<file path="config.mk">
export PLATFORM = sky130hd
export DESIGN_NAME = adc_dac_control
export DESIGN_NICKNAME = d
export VERILOG_FILES = /design/src/rtl/adc_dac_control.sv
export SDC_FILE = /design/constraint.sdc
export NUM_CORES = 1
export LEC_CHECK = 0
export ABC_AREA = 1
export CORE_ASPECT_RATIO = 1.1
export CORE_MARGIN = 4
export CORE_UTILIZATION = 40
export CTS_CLUSTER_DIAMETER = 120
export DETAILED_ROUTE_END_ITERATION = 16
export HOLD_SLACK_MARGIN = 0.02
export PLACE_DENSITY = 0.56
export RECOVER_POWER = 50
export SKIP_LAST_GASP = 1
export SLEW_MARGIN = 20
export SYNTH_ARGS = -nofsm -noshare
export SYNTH_HDL_FRONTEND = slang
export SYNTH_SLANG_ARGS = --single-unit
</file>
<file path="constraint.sdc">
create_clock -name clk_50MHz -period 2.1 [get_ports clk_50MHz]
set_input_delay 0.315 -clock clk_50MHz [delete_from_list [all_inputs] [get_ports clk_50MHz]]
set_output_delay 0.315 -clock clk_50MHz [all_outputs]
set_load 0.02 [all_outputs]
</file>
<file path="src/rtl/adc_dac_control.sv">
`timescale 1ns/1ps
// adc_dac_control: serial DAC writer (16-bit frame + LDAC load strobe)
// and free-running serial ADC reader (16-clock frame, 10-bit result).
// Ports:
//   clk_50MHz, reset_n        system clock, async active-low reset
//   pulse_value_DAC[11:0]     DAC code, taken on push_val_to_DAC
//   pulse_out[11:0]           code most recently loaded into the DAC
//   SCK_DAC, CS_DAC, SDI_DAC  DAC serial bus (clock, CS_n, data)
//   LDAC_DAC                  DAC load strobe, active low
//   reset_DAC, reset_ADC      device resets, active low
//   Sclk_ADC, CS_ADC, Din_ADC ADC serial bus (clock, CS_n, config)
//   Dout_ADC                  ADC serial data in
//   output_ADC[9:0]           last completed conversion
//   ch_display_select         ADC channel (0 = CH0, 1 = CH1)
module adc_dac_control #(
  parameter int SCK_HALF = 25,
  parameter int ADC_GAP  = 50
) (
  input  logic        clk_50MHz,
  input  logic        reset_n,
  input  logic [11:0] pulse_value_DAC,
  input  logic        push_val_to_DAC,
  output logic [11:0] pulse_out,
  output logic        SCK_DAC,
  output logic        CS_DAC,
  output logic        SDI_DAC,
  output logic        LDAC_DAC,
  output logic        reset_DAC,
  output logic        reset_ADC,
  output logic        Sclk_ADC,
  output logic        CS_ADC,
  output logic        Din_ADC,
  input  logic        Dout_ADC,
  output logic [9:0]  output_ADC,
  input  logic        ch_display_select
);

  localparam int PER  = 2 * SCK_HALF;
  localparam int DCW  = $clog2(PER);
  localparam int AMAX = (ADC_GAP > PER) ? ADC_GAP : PER;
  localparam int ACW  = $clog2(AMAX);

  localparam logic [DCW-1:0] D_HALF  = DCW'(SCK_HALF);
  localparam logic [DCW-1:0] D_HLAST = DCW'(SCK_HALF - 1);
  localparam logic [DCW-1:0] D_LAST  = DCW'(PER - 1);

  localparam logic [ACW-1:0] A_HALF  = ACW'(SCK_HALF);
  localparam logic [ACW-1:0] A_HLAST = ACW'(SCK_HALF - 1);
  localparam logic [ACW-1:0] A_LAST  = ACW'(PER - 1);
  localparam logic [ACW-1:0] A_GLAST = ACW'(ADC_GAP - 1);

  // DAC frame prefix: channel A, unbuffered, 1x gain, active
  localparam logic [3:0] DAC_CMD = 4'b0011;

  typedef enum logic [1:0] {
    D_IDLE,
    D_SHIFT,
    D_GAP,
    D_LOAD
  } dac_st_e;

  typedef enum logic {
    A_WAIT,
    A_FRAME
  } adc_st_e;

  // ---------------- device resets ----------------
  logic dev_rst_q;

  always_ff @(posedge clk_50MHz or negedge reset_n) begin
    if (!reset_n) dev_rst_q <= 1'b0;
    else          dev_rst_q <= 1'b1;
  end

  assign reset_DAC = dev_rst_q;
  assign reset_ADC = dev_rst_q;

  // ---------------- DAC engine ----------------
  dac_st_e        d_st, d_st_n;
  logic [DCW-1:0] d_cnt, d_cnt_n;
  logic [3:0]     d_bit, d_bit_n;
  logic [15:0]    d_sr, d_sr_n;
  logic [11:0]    d_data, d_data_n;
  logic           pend_v, pend_v_n;
  logic [11:0]    pend_d, pend_d_n;
  logic [11:0]    pulse_n;
  logic           d_start;
  logic [11:0]    d_src;

  always_ff @(posedge clk_50MHz or negedge reset_n) begin
    if (!reset_n) begin
      d_st      <= D_IDLE;
      d_cnt     <= '0;
      d_bit     <= '0;
      d_sr      <= '0;
      d_data    <= '0;
      pend_v    <= 1'b0;
      pend_d    <= '0;
      pulse_out <= '0;
    end else begin
      d_st      <= d_st_n;
      d_cnt     <= d_cnt_n;
      d_bit     <= d_bit_n;
      d_sr      <= d_sr_n;
      d_data    <= d_data_n;
      pend_v    <= pend_v_n;
      pend_d    <= pend_d_n;
      pulse_out <= pulse_n;
    end
  end

  always_comb begin
    d_st_n   = d_st;
    d_cnt_n  = d_cnt;
    d_bit_n  = d_bit;
    d_sr_n   = d_sr;
    d_data_n = d_data;
    pend_v_n = pend_v;
    pend_d_n = pend_d;
    pulse_n  = pulse_out;
    d_start  = 1'b0;
    d_src    = pulse_value_DAC;
    unique case (d_st)
      D_IDLE: begin
        if (push_val_to_DAC) d_start = 1'b1;
      end
      D_SHIFT: begin
        d_cnt_n = d_cnt + 1'b1;
        if (d_cnt == D_LAST) begin
          d_cnt_n = '0;
          if (d_bit == 4'd15) begin
            d_st_n = D_GAP;
          end else begin
            d_bit_n = d_bit + 4'd1;
            d_sr_n  = {d_sr[14:0], 1'b0};
          end
        end
      end
      D_GAP: begin
        d_cnt_n = d_cnt + 1'b1;
        if (d_cnt == D_HLAST) begin
          d_cnt_n = '0;
          d_st_n  = D_LOAD;
        end
      end
      D_LOAD: begin
        d_cnt_n = d_cnt + 1'b1;
        if (d_cnt == D_HLAST) begin
          d_cnt_n = '0;
          d_st_n  = D_IDLE;
          pulse_n = d_data;
          // Back-to-back: next frame starts as LDAC rises.
          // A push in this very cycle is newer than pending.
          if (push_val_to_DAC || pend_v) begin
            d_start = 1'b1;
            if (!push_val_to_DAC) d_src = pend_d;
          end
        end
      end
      default: d_st_n = D_IDLE;
    endcase
    if (push_val_to_DAC && d_st != D_IDLE && !d_start) begin
      pend_v_n = 1'b1;
      pend_d_n = pulse_value_DAC;
    end
    if (d_start) begin
      d_st_n   = D_SHIFT;
      d_cnt_n  = '0;
      d_bit_n  = '0;
      d_sr_n   = {DAC_CMD, d_src};
      d_data_n = d_src;
      pend_v_n = 1'b0;
    end
  end

  assign CS_DAC   = (d_st != D_SHIFT);
  assign SCK_DAC  = (d_st == D_SHIFT) && (d_cnt >= D_HALF);
  assign SDI_DAC  = (d_st == D_SHIFT) && d_sr[15];
  assign LDAC_DAC = (d_st != D_LOAD);

  // ---------------- ADC engine ----------------
  adc_st_e        a_st, a_st_n;
  logic [ACW-1:0] a_cnt, a_cnt_n;
  logic [3:0]     a_bit, a_bit_n;
  logic           ch_q, ch_n;
  logic [9:0]     a_sr, a_sr_n;
  logic           a_done, a_done_n;
  logic [9:0]     adc_n;
  logic           a_data_bit;

  always_ff @(posedge clk_50MHz or negedge reset_n) begin
    if (!reset_n) begin
      a_st       <= A_WAIT;
      a_cnt      <= '0;
      a_bit      <= '0;
      ch_q       <= 1'b0;
      a_sr       <= '0;
      a_done     <= 1'b0;
      output_ADC <= '0;
    end else begin
      a_st       <= a_st_n;
      a_cnt      <= a_cnt_n;
      a_bit      <= a_bit_n;
      ch_q       <= ch_n;
      a_sr       <= a_sr_n;
      a_done     <= a_done_n;
      output_ADC <= adc_n;
    end
  end

  // bits 6..15 (index 5..14) carry D9..D0
  assign a_data_bit = (a_bit >= 4'd5) && (a_bit <= 4'd14);

  always_comb begin
    a_st_n   = a_st;
    a_cnt_n  = a_cnt;
    a_bit_n  = a_bit;
    ch_n     = ch_q;
    a_sr_n   = a_sr;
    a_done_n = 1'b0;
    adc_n    = a_done ? a_sr : output_ADC;
    unique case (a_st)
      A_WAIT: begin
        a_cnt_n = a_cnt + 1'b1;
        if (a_cnt == A_GLAST) begin
          a_cnt_n = '0;
          a_bit_n = '0;
          a_st_n  = A_FRAME;
          ch_n    = ch_display_select;
        end
      end
      A_FRAME: begin
        a_cnt_n = a_cnt + 1'b1;
        // edge ending this cycle raises Sclk_ADC
        if (a_cnt == A_HLAST && a_data_bit) begin
          a_sr_n = {a_sr[8:0], Dout_ADC};
        end
        if (a_cnt == A_LAST) begin
          a_cnt_n = '0;
          if (a_bit == 4'd15) begin
            a_st_n   = A_WAIT;
            a_done_n = 1'b1;
          end else begin
            a_bit_n = a_bit + 4'd1;
          end
        end
      end
      default: a_st_n = A_WAIT;
    endcase
  end

  assign CS_ADC   = (a_st != A_FRAME);
  assign Sclk_ADC = (a_st == A_FRAME) && (a_cnt >= A_HALF);

  // config word: start, single-ended, channel, MSB-first
  always_comb begin
    Din_ADC = 1'b0;
    if (a_st == A_FRAME) begin
      unique case (1'b1)
        (a_bit == 4'd0): Din_ADC = 1'b1;
        (a_bit == 4'd1): Din_ADC = 1'b1;
        (a_bit == 4'd2): Din_ADC = ch_q;
        (a_bit == 4'd3): Din_ADC = 1'b1;
        default:         Din_ADC = 1'b0;
      endcase
    end
  end

endmodule

</file>
After elaboration in Yosys (flattened, before gate mapping)
Cells that the tools add are included.
{"block": "word_totals", "register_bits": 99, "output_inout_bits": 31}
{"block": "classes", "n_addsub": 4, "order_cmp": 4, "n_eq_ne": 22, "mux": 42, "bitwise": 1, "reduce_logical": 25}
{"operator": "$mux W16", "n": 4}
{"operator": "$mux W12", "n": 4}
{"operator": "$mux W4", "n": 7}
{"operator": "$mux W6", "n": 4}
{"operator": "$add A6 B1 Y6 const B", "n": 2}
{"operator": "$eq A6 B5 Y1 const B", "n": 2}
{"operator": "$eq A6 B6 Y1 const B", "n": 2}
{"operator": "$ge A6 B5 Y1 const B", "n": 2}
{"operator": "$mux W1", "n": 12}
{"operator": "$ne A3 B3 Y1 const B", "n": 4}
{"operator": "$pmux W6 S2", "n": 1}
{"operator": "$mux W2", "n": 5}
{"operator": "$add A4 B1 Y4 const B", "n": 2}
{"operator": "$eq A4 B2 Y1 const B", "n": 2}
{"operator": "$eq A4 B4 Y1 const B", "n": 2}
{"operator": "$pmux W4 S2", "n": 1}
{"operator": "$reduce_bool A2 Y1", "n": 4}
{"operator": "$logic_and A1 B1 Y1", "n": 7}
{"operator": "$ne A2 B1 Y1 const B", "n": 3}
{"operator": "$ne A2 B2 Y1 const B", "n": 3}
{"operator": "$pmux W1 S2", "n": 3}
{"operator": "$pmux W2 S3", "n": 1}
{"operator": "$reduce_and A2 Y1", "n": 3}
{"operator": "$reduce_and A3 Y1", "n": 2}
{"operator": "other kinds (15)", "n": 16}

Longest topological paths before layout
Gate-level depths: netlist of the first run.
{"block": "depth", "ltp_word": 8, "ltp_mapped": 10}

Worst setup path before layout of the first run
OpenSTA, ideal clock, no wires.
{"block": "synth_path", "path_type": "reg2out", "startpoint": "register d_st[1]", "endpoint": "output port SCK_DAC", "arrival_ns": 1.386, "required_ns": 1.785, "path_slack_ns": 0.399, "path_stages_with_launch": 5, "path_buffers": 0, "path_cell_list": "dfrtp_1 inv_1 ha_1 inv_1 a211oi_1"}
{"block": "synth_between", "elab_chain_cells": 2}
{"item": "from (decl)", "line_no": "79", "source": "dac_st_e d_st, d_st_n;"}
{"item": "from (signal assigned)", "line_no": "101", "source": "d_st <= d_st_n;"}
{"item": "$eq A2 B1 Y1", "line_no": "177", "source": "assign SCK_DAC = (d_st == D_SHIFT) && (d_cnt >= D_HALF);"}
{"item": "$logic_and A1 B1 Y1", "line_no": "177"}
{"item": "to (decl)", "line_no": "24", "source": "output logic SCK_DAC,"}
No other way between the ends.

Final worst setup path of the first run
{"block": "layout_path", "startpoint": "register d_st[0]", "endpoint": "output port LDAC_DAC"}
{"block": "layout_between", "elab_chain_cells": 1}
{"item": "$ne A2 B2 Y1", "line_no": "179", "source": "assign LDAC_DAC = (d_st != D_LOAD);"}
{"item": "to (decl)", "line_no": "27", "source": "output logic LDAC_DAC,"}
No other way between the ends.

==> results, run 1 <==
- The run finished with clean final reports.
- For this run, design rule violations remaining after detail routing come to 0.
- Of the total synthesized cell area, the portion taken by AND, OR, NAND and NOR gates is 0.232.
- The die outline width is 112 um.
- The mean instance size in the synthesized netlist is 8.66 um^2.
- The fraction of the mapped netlist area in compound gates is 0.0835.
- The most common cell after layout, fill and taps aside is nand2_1.
- The routed design could run at a clock period as short as 2.02 ns.
- The most used flip-flop cell after synthesis is dfrtp_1.
- The net count of the finished layout is 642.
- The number of detailed-routing iterations run before antenna repair is 6.
- The placer congestion estimate is 0.836.
- The pin count of the biggest net entering global routing is 38.
- Buffers placed on the I/O ports in this run total 47.
- After synthesis, the largest family of logic cells by area is simple AND/OR/NAND/NOR gates.
- In this run the worst path has a maximum fanout of 5.
- Traced cell by cell, the critical path runs through ha_2, inv_1, clkdlybuf4s50_1.
- In the layout the commonest cells are 139 x nand2_1, 99 x dfrtp_1, 70 x inv_1, 48 x nand3_1, 48 x o21ai_0.
- The final number of hold-violating endpoints is 0.
- The routed wire length per instance is 13.7 um.
- The core region area is 0.0115 mm^2.
- After detailed placement, the total cell area comes to 0.00546 mm^2.
- Clock tree synthesis inserted a total of 9 buffers.
- The total wirelength of the detailed-routed design is 10,400 um.
- Synthesis handed over a netlist of 549 instances.
- After the first detailed-routing iteration, the DRC count stood at 249.
- Based on the critical path, the design can be clocked at up to 0.496 GHz.
- The detail route stage leaves a number of antenna-violating nets equal to 0.
- Setup repair after global routing left no endpoint under its margin.
- The die covers 0.0137 mm^2.
- The number of enable-type register cells in the synthesized netlist is 0.
- The post-synthesis async set-or-reset flop share is 1.00.
- The via density per instance is 4.91.
- The cell area that synthesis handed to floorplanning was 0.00475 mm^2.
- The largest clock skew in the final design is 0.00729 ns.
- The synthesis warning total is 0.
- The CTS clock-pin slew for the worst setup and hold paths is 0.07 ns.
- After global routing the overflow that remains totals 0.
- Counting distinct cell types in the post-synthesis netlist gives 34.
- The area share of fa/ha/maj cells after synthesis is 0.0474.
- The maximum single-stage delay on the critical path is 0.59 ns.
- The cell area after layout is 0.00573 mm^2.
- For the worst setup path, the data required time is 1.78 ns.
- The data arrival time of the critical path is 1.70 ns.
- The area added between synthesis and finish is 20.7%.
- The reg-to-reg startpoint is d_cnt[0].
- In this run the power density over the cells is 1050 mW/mm^2.
- The family with the most delay on the worst path is buffers and inverters.
- The peak ir drop on the vdd network is 0.462 mV.
- At the later pin of the worst-skew pair, clock insertion delay measures 0.35 ns.
- Across the run, the number of max-cap violations was 0.
- From bottom edge to top edge, the die measures 122 um.
- Of the cells placed in the final design, the portion with a size suffix greater than 1 is 0.0948.
- The multiplexer share of the synthesized area is 0.0237.
- When the netlist entered floorplanning its net count stood at 584.
- The min-delay analysis places its worst path in the category flip-flop to flip-flop.
- After floorplanning, the core was divided into 41 placement rows.
- Of the available clock period, the critical path in the final layout requires 0.961.
- STA classifies the critical path startpoint as a flip-flop.
- In this run the tightest slew margin relative to its limit is 0.438.
- Clock tree synthesis found a total of 99 sinks.
- The via count of the first global-routing pass is 3,741.
- The repair_antennas step left the layout with diodes totalling 0.
- The final max-slew violation count is 0.
- The reported leakage power is 2.90 nW.
- In this run, synthesis produced a sequential element count of 99.
- The initial cell density of the core is 0.412.
- The first-pass GRT wire length is 18,100 um.
- At the pin with the least slew margin, the transition time is 0.843 ns.
- Setup total negative slack on the finished layout was measured at 0 ns.
- The buffering stage count on the worst path with inverters included is 2.
- The critical path launch point is d_st[0].
- Of the total synthesized cell area, the portion taken by XOR and XNOR cells is 0.00922.
- The routed via count is 3,741.
- The post-detailed-placement half-perimeter wirelength is 7350 um.
- TritonCTS built the clock tree.
- The boundary pin count is 48.
- The H-tree depth reported by CTS is 3.
- Setup violations remaining at the end of the flow were counted as 0.
- The tree is rooted in a clkbuf_16.
- The longest clock path from root to sink contains 2 buffers.
- The initial antenna violation count is 0.
- Of the synthesized area, sequential elements account for 0.521.
- The total track usage is 0.164.
- The critical path's slowest cell is clkdlybuf4s50_1.
- The worst hold path begins at d_data[7].
- The kind of critical path is flip-flop to output port.
- The worst setup path is captured at an output port.
[power breakdown]
group / total, mW / internal (mW) / switching [mW]
clock network: 1.61 / 0.878 / 0.732
logic: 1.78 / 0.657 / 1.12
registers: 2.62 / 2.36 / 0.256
[flip-flops by register name, indices dropped and copies added (netlist names), 2 cells and up]
| name | count |
|---|---|
| a_bit | 4 |
| a_cnt | 6 |
| a_sr | 10 |
| d_bit | 4 |
| d_cnt | 6 |
| d_data | 12 |
| d_sr | 16 |
| d_st | 2 |
| output_ADC | 10 |
| pend_d | 12 |
| pulse_out | 12 |
[synth_stat cells (2+ instances only)]
cell      count  area (um^2)
nand2_1     139          522
dfrtp_1      99         2480
inv_1        70          263
nand3_1      48          240
o21ai_0      48          240
nor2_1       24         90.1
a21oi_1      20          100
ha_1         18          225
nand4_1      18          113
mux2_2       10          113
buf_2         8         40.0
clkbuf_1      8         30.0
nor3_1        7         35.0
xor2_1        4         35.0
buf_6         3         33.8
and3_1        2         12.5
buf_4         2         15.0
inv_2         2         7.51
nand2_2       2         12.5
nor2_4        2         22.5
o21ai_1       2         10.0
[metal layers]
layer	vias to the layer above	track usage	routed length, um
met2	62	0.268	4960
met3	12	0.0271	347
met1	1788	0.216	4900
li1	1879	-	-
met4	0	0.0684	221
met5	-	0	0
[metrics by stage]
step	setup WS (ns)	hold WS [ns]	utilization	instances	total power, mW
after floorplan	0.399	0.0194	-	549	3.91
after global placement	0.147	0.308	0.473	744	4.37
after detailed placement	0.124	0.311	0.473	744	4.44
after CTS	0.0364	0.487	0.498	761	6.09
after global routing	0.0144	0.506	0.497	762	6.49
final	0.0823	0.480	0.497	762	6.01
[area by class of cell]
type	instances	area [um^2]
Clock buffer	12	256
Clock inverter	4	32.5
Fill cell	1130	5810
Inverter	72	270
Multi-Input combinational cell	357	1900
Sequential cell	99	2480
Tap cell	150	188
Timing Repair Buffer	68	613
[worst paths after layout]
check | end | slack [ns] | depth (start not counted)
worst max-delay path | LDAC_DAC | 0.08 | 3
worst min register to register | pulse_out[7] | 0.48 | 2
max in group asynchronous | pend_d[10] | 0.38 | 3
min in group asynchronous | reset_ADC | 0.64 | 2
worst max register to register | d_cnt[2] | 0.23 | 11
worst min-delay path | pulse_out[7] | 0.48 | 2
[logic make-up (layout without fill, tap and decap cells)]
group                      count (synthesis)  after routing
buffers and inverters                     93            156
DFF                                       99             99
and+or+nand+nor                          247            247
xor gates and xnor gates                   5              5
adders and majority gates                 18             18
other                                      1              1
AOI/OAI and AO/OA                         76             76
muxes                                     10             10
[tightest hold or removal path, cell delays in order, from the launching register on]
cell and delay, ns:
dfrtp_1 0.35, nand2_1 0.06, nand2_1 0.05
[timing repair]
action,in CTS,in global routing
hold buffers,1,0
endpoints found under the setup margin,6,6
setup buffers,0,1
resized for setup,6,5
endpoints found under the hold margin,31,0
Note: power is estimated with default switching activity, not from simulation.
==> run 2: changes to the inputs <==
Settings changed: REMOVE_ABC_BUFFERS set to 1.
==> results, run 2 (synthesis gave the netlist of run 1 again) <==
- The height of the chip is 122 um (unchanged).
- The startpoint identified for the worst register-to-register timing path is d_cnt[0].
- The headroom to the max-slew limit is 0.303 (-0.136).
- The number of clock sinks is 99 (unchanged).
- The slack of the critical path is 0.147 ns (+0.0647 ns).
- The maximum single-stage delay on the critical path is 0.41 ns (-0.18 ns).
- The worst path required time is 1.78 ns (about the same).
- The clock insertion delay at the later pin of the skew report is 0.34 ns (about the same).
- TritonCTS built the clock tree.
- The flip-flop count of the largest register, all copies and words added came to 16 (unchanged).
- The placer congestion estimate is 0.843 (+0.86%).
- The total CTS buffers is 9 (unchanged).
- The row count is 41 (unchanged).
- The initial antenna violation count is 0 (unchanged).
- The area added between synthesis and finish is 21.3%.
- Traced cell by cell, the critical path runs through inv_1, ha_1, nand2_1, nand3_1, nand3_1, inv_1, clkdlybuf4s15_1.
- The boundary pin count is 48 (unchanged).
- The element type at the critical path end is an output port.
- The pin count of the biggest net entering global routing was 43 (+13%).
- The number of violations of the max-capacitance limit is 0 (unchanged).
- The total track usage was 0.157 (-0.00611).
- The shortest clock period the worst path allows after layout was 1.95 ns (-0.0647 ns).
- The start point of the worst min-delay path is d_data[6].
- The worst setup slack after placement is 0.117 ns (-0.00705 ns).
- The number of buffers inserted by post-CTS setup repair is 0 (unchanged).
- The setup TNS after final layout is 0 ns (unchanged).
- The largest clock skew in the final design came to 0.00592 ns (-0.00136 ns).
- The total inserted antenna cells is 0 (unchanged).
- The achievable frequency was 0.512 GHz (+3.3%).
- The post-layout net count is 645 (+0.47%).
- The total DRC errors in the routed layout is 0 (unchanged).
- In this run the worst hold path is classified as flip-flop to flip-flop.
- The die outline width is 112 um (unchanged).
- The total wirelength of the detailed-routed design is 10,300 um (-1.6%).
- The initial DRC count is 113 (-55%).
- The count of input and output buffers is 47 (unchanged).
- The number of nets with antenna violations after detailed routing came to 0 (unchanged).
- The power density over the cells is 1040 mW/mm^2 (-0.34%).
- The routed wire length per instance is 13.4 um (-1.8%).
- The post-detailed-placement half-perimeter wirelength is 7230 um (-1.7%).
- The routed via count is 3,773 (+0.86%).
- The kind of critical path is flip-flop to output port.
- The largest individual stage delay along the critical path comes from the cell dfrtp_1.
- The residual overflow from global routing is 0 (unchanged).
- The largest register by flop count is d_sr.
- The most common cell after layout, fill and taps aside is nand2_1.
- The data arrival time of the critical path is 1.64 ns (-0.06 ns).
- The full die area came to 0.0137 mm^2 (unchanged).
- Setup repair after global routing left no endpoint under its margin.
- The share of the clock period used by the worst path came to 0.930 (-0.0308).
- The worst hold margin is 0.469 ns (-0.0102 ns).
- The initial cell density of the core was 0.412 (unchanged).
- The run finished with clean final reports.
- The final setup violation count is 0 (unchanged).
- The via count of the first global-routing pass is 3,738 (-0.080%).
- The first-pass GRT wire length came to 17,600 um (-2.6%).
- The number of detailed-routing iterations run before antenna repair is 4 (-2).
- The final number of hold-violating endpoints is 0 (unchanged).
- The share of final-layout standard cells stronger than drive strength 1 is 0.0928 (-0.00194).
- Leaving out fill and tap cells, the most frequent cells in the layout are 139 x nand2_1, 99 x dfrtp_1, 70 x inv_1, 48 x nand3_1, 48 x o21ai_0.
- The H-tree depth reported by CTS came to 3 (unchanged).
- The reported leakage power is 2.92 nW (+0.55%).
- The cell at the root of the clock tree is clkbuf_16.
- The critical path launch point is a_bit[0].
- The via density per instance is 4.94 (+0.59%).
- The final max-slew violation count was 0 (unchanged).
- STA classifies the critical path startpoint as a flip-flop.
- The maximum root-to-sink buffer count is 2 (unchanged).
- The CTS clock-pin slew for the worst setup and hold paths was 0.07 ns (about the same).
- The peak ir drop on the vdd network is 0.478 mV (+3.7%).
- The largest fanout on the critical path is 5 (unchanged).
- The actual transition at the worst max-transition pin is 1.05 ns (+0.203 ns).
- The core region area was 0.0115 mm^2 (unchanged).
-- run 2: per-stage QoR --
step / area, um^2 / std cells / total power [mW] / util
2_1_floorplan: 4630 / 528 / 3.80 / -
3_3_place_gp: 5500 / 748 / 4.46 / 0.476
5_1_grt: 5760 / 764 / 6.47 / 0.499
4_1_cts: 5770 / 764 / 6.10 / 0.500
3_5_place_dp: 5500 / 748 / 4.54 / 0.476
6_report: 5760 / 764 / 6.02 / 0.499
-- run 2: cell type report --
class | instances | area [um^2]
Multi-Input combinational cell | 357 | 1890
Inverter | 72 | 270
Sequential cell | 99 | 2480
Timing Repair Buffer | 71 | 672
Tap cell | 150 | 188
Clock buffer | 12 | 246
Fill cell | 1116 | 5780
Clock inverter | 3 | 23.8
-- run 2: routing by layer --
metal | track usage | part of all wire | up-vias
met5 | 0 | 0 | -
met4 | 0.0456 | 0.0082 | 0
met3 | 0.0321 | 0.031 | 6
met2 | 0.268 | 0.50 | 54
met1 | 0.205 | 0.46 | 1820
li1 | - | - | 1893
-- run 2: power by group --
group	switching (mW)	internal, mW
logic	1.13	0.724
registers	0.260	2.36
clock network	0.700	0.835
total	2.09	3.92
-- run 2: path summary, 6_finish.rpt --
path	endpoint	slack [ns]	cells past startpoint
max	Din_ADC	0.15	7
min	pulse_out[6]	0.47	2
max reg2reg	d_sr[6]	0.23	10
min reg2reg	pulse_out[6]	0.47	2
max in group asynchronous	d_sr[4]	0.38	3
min in group asynchronous	d_cnt[2]	0.68	2
-- run 2: critical path: cells and delay by family (launching register included) --
kind          cells  cell delay [ns]
simple gates      3             0.19
buf+inv           3             0.51
flops             1             0.41
fa+ha+maj         1             0.19
-- run 2: repair_timing --
action	4_1_cts	5_1_grt
hold buffers	1	0
setup endpoints to repair	5	3
endpoints found under the hold margin	15	0
resized for setup	5	5
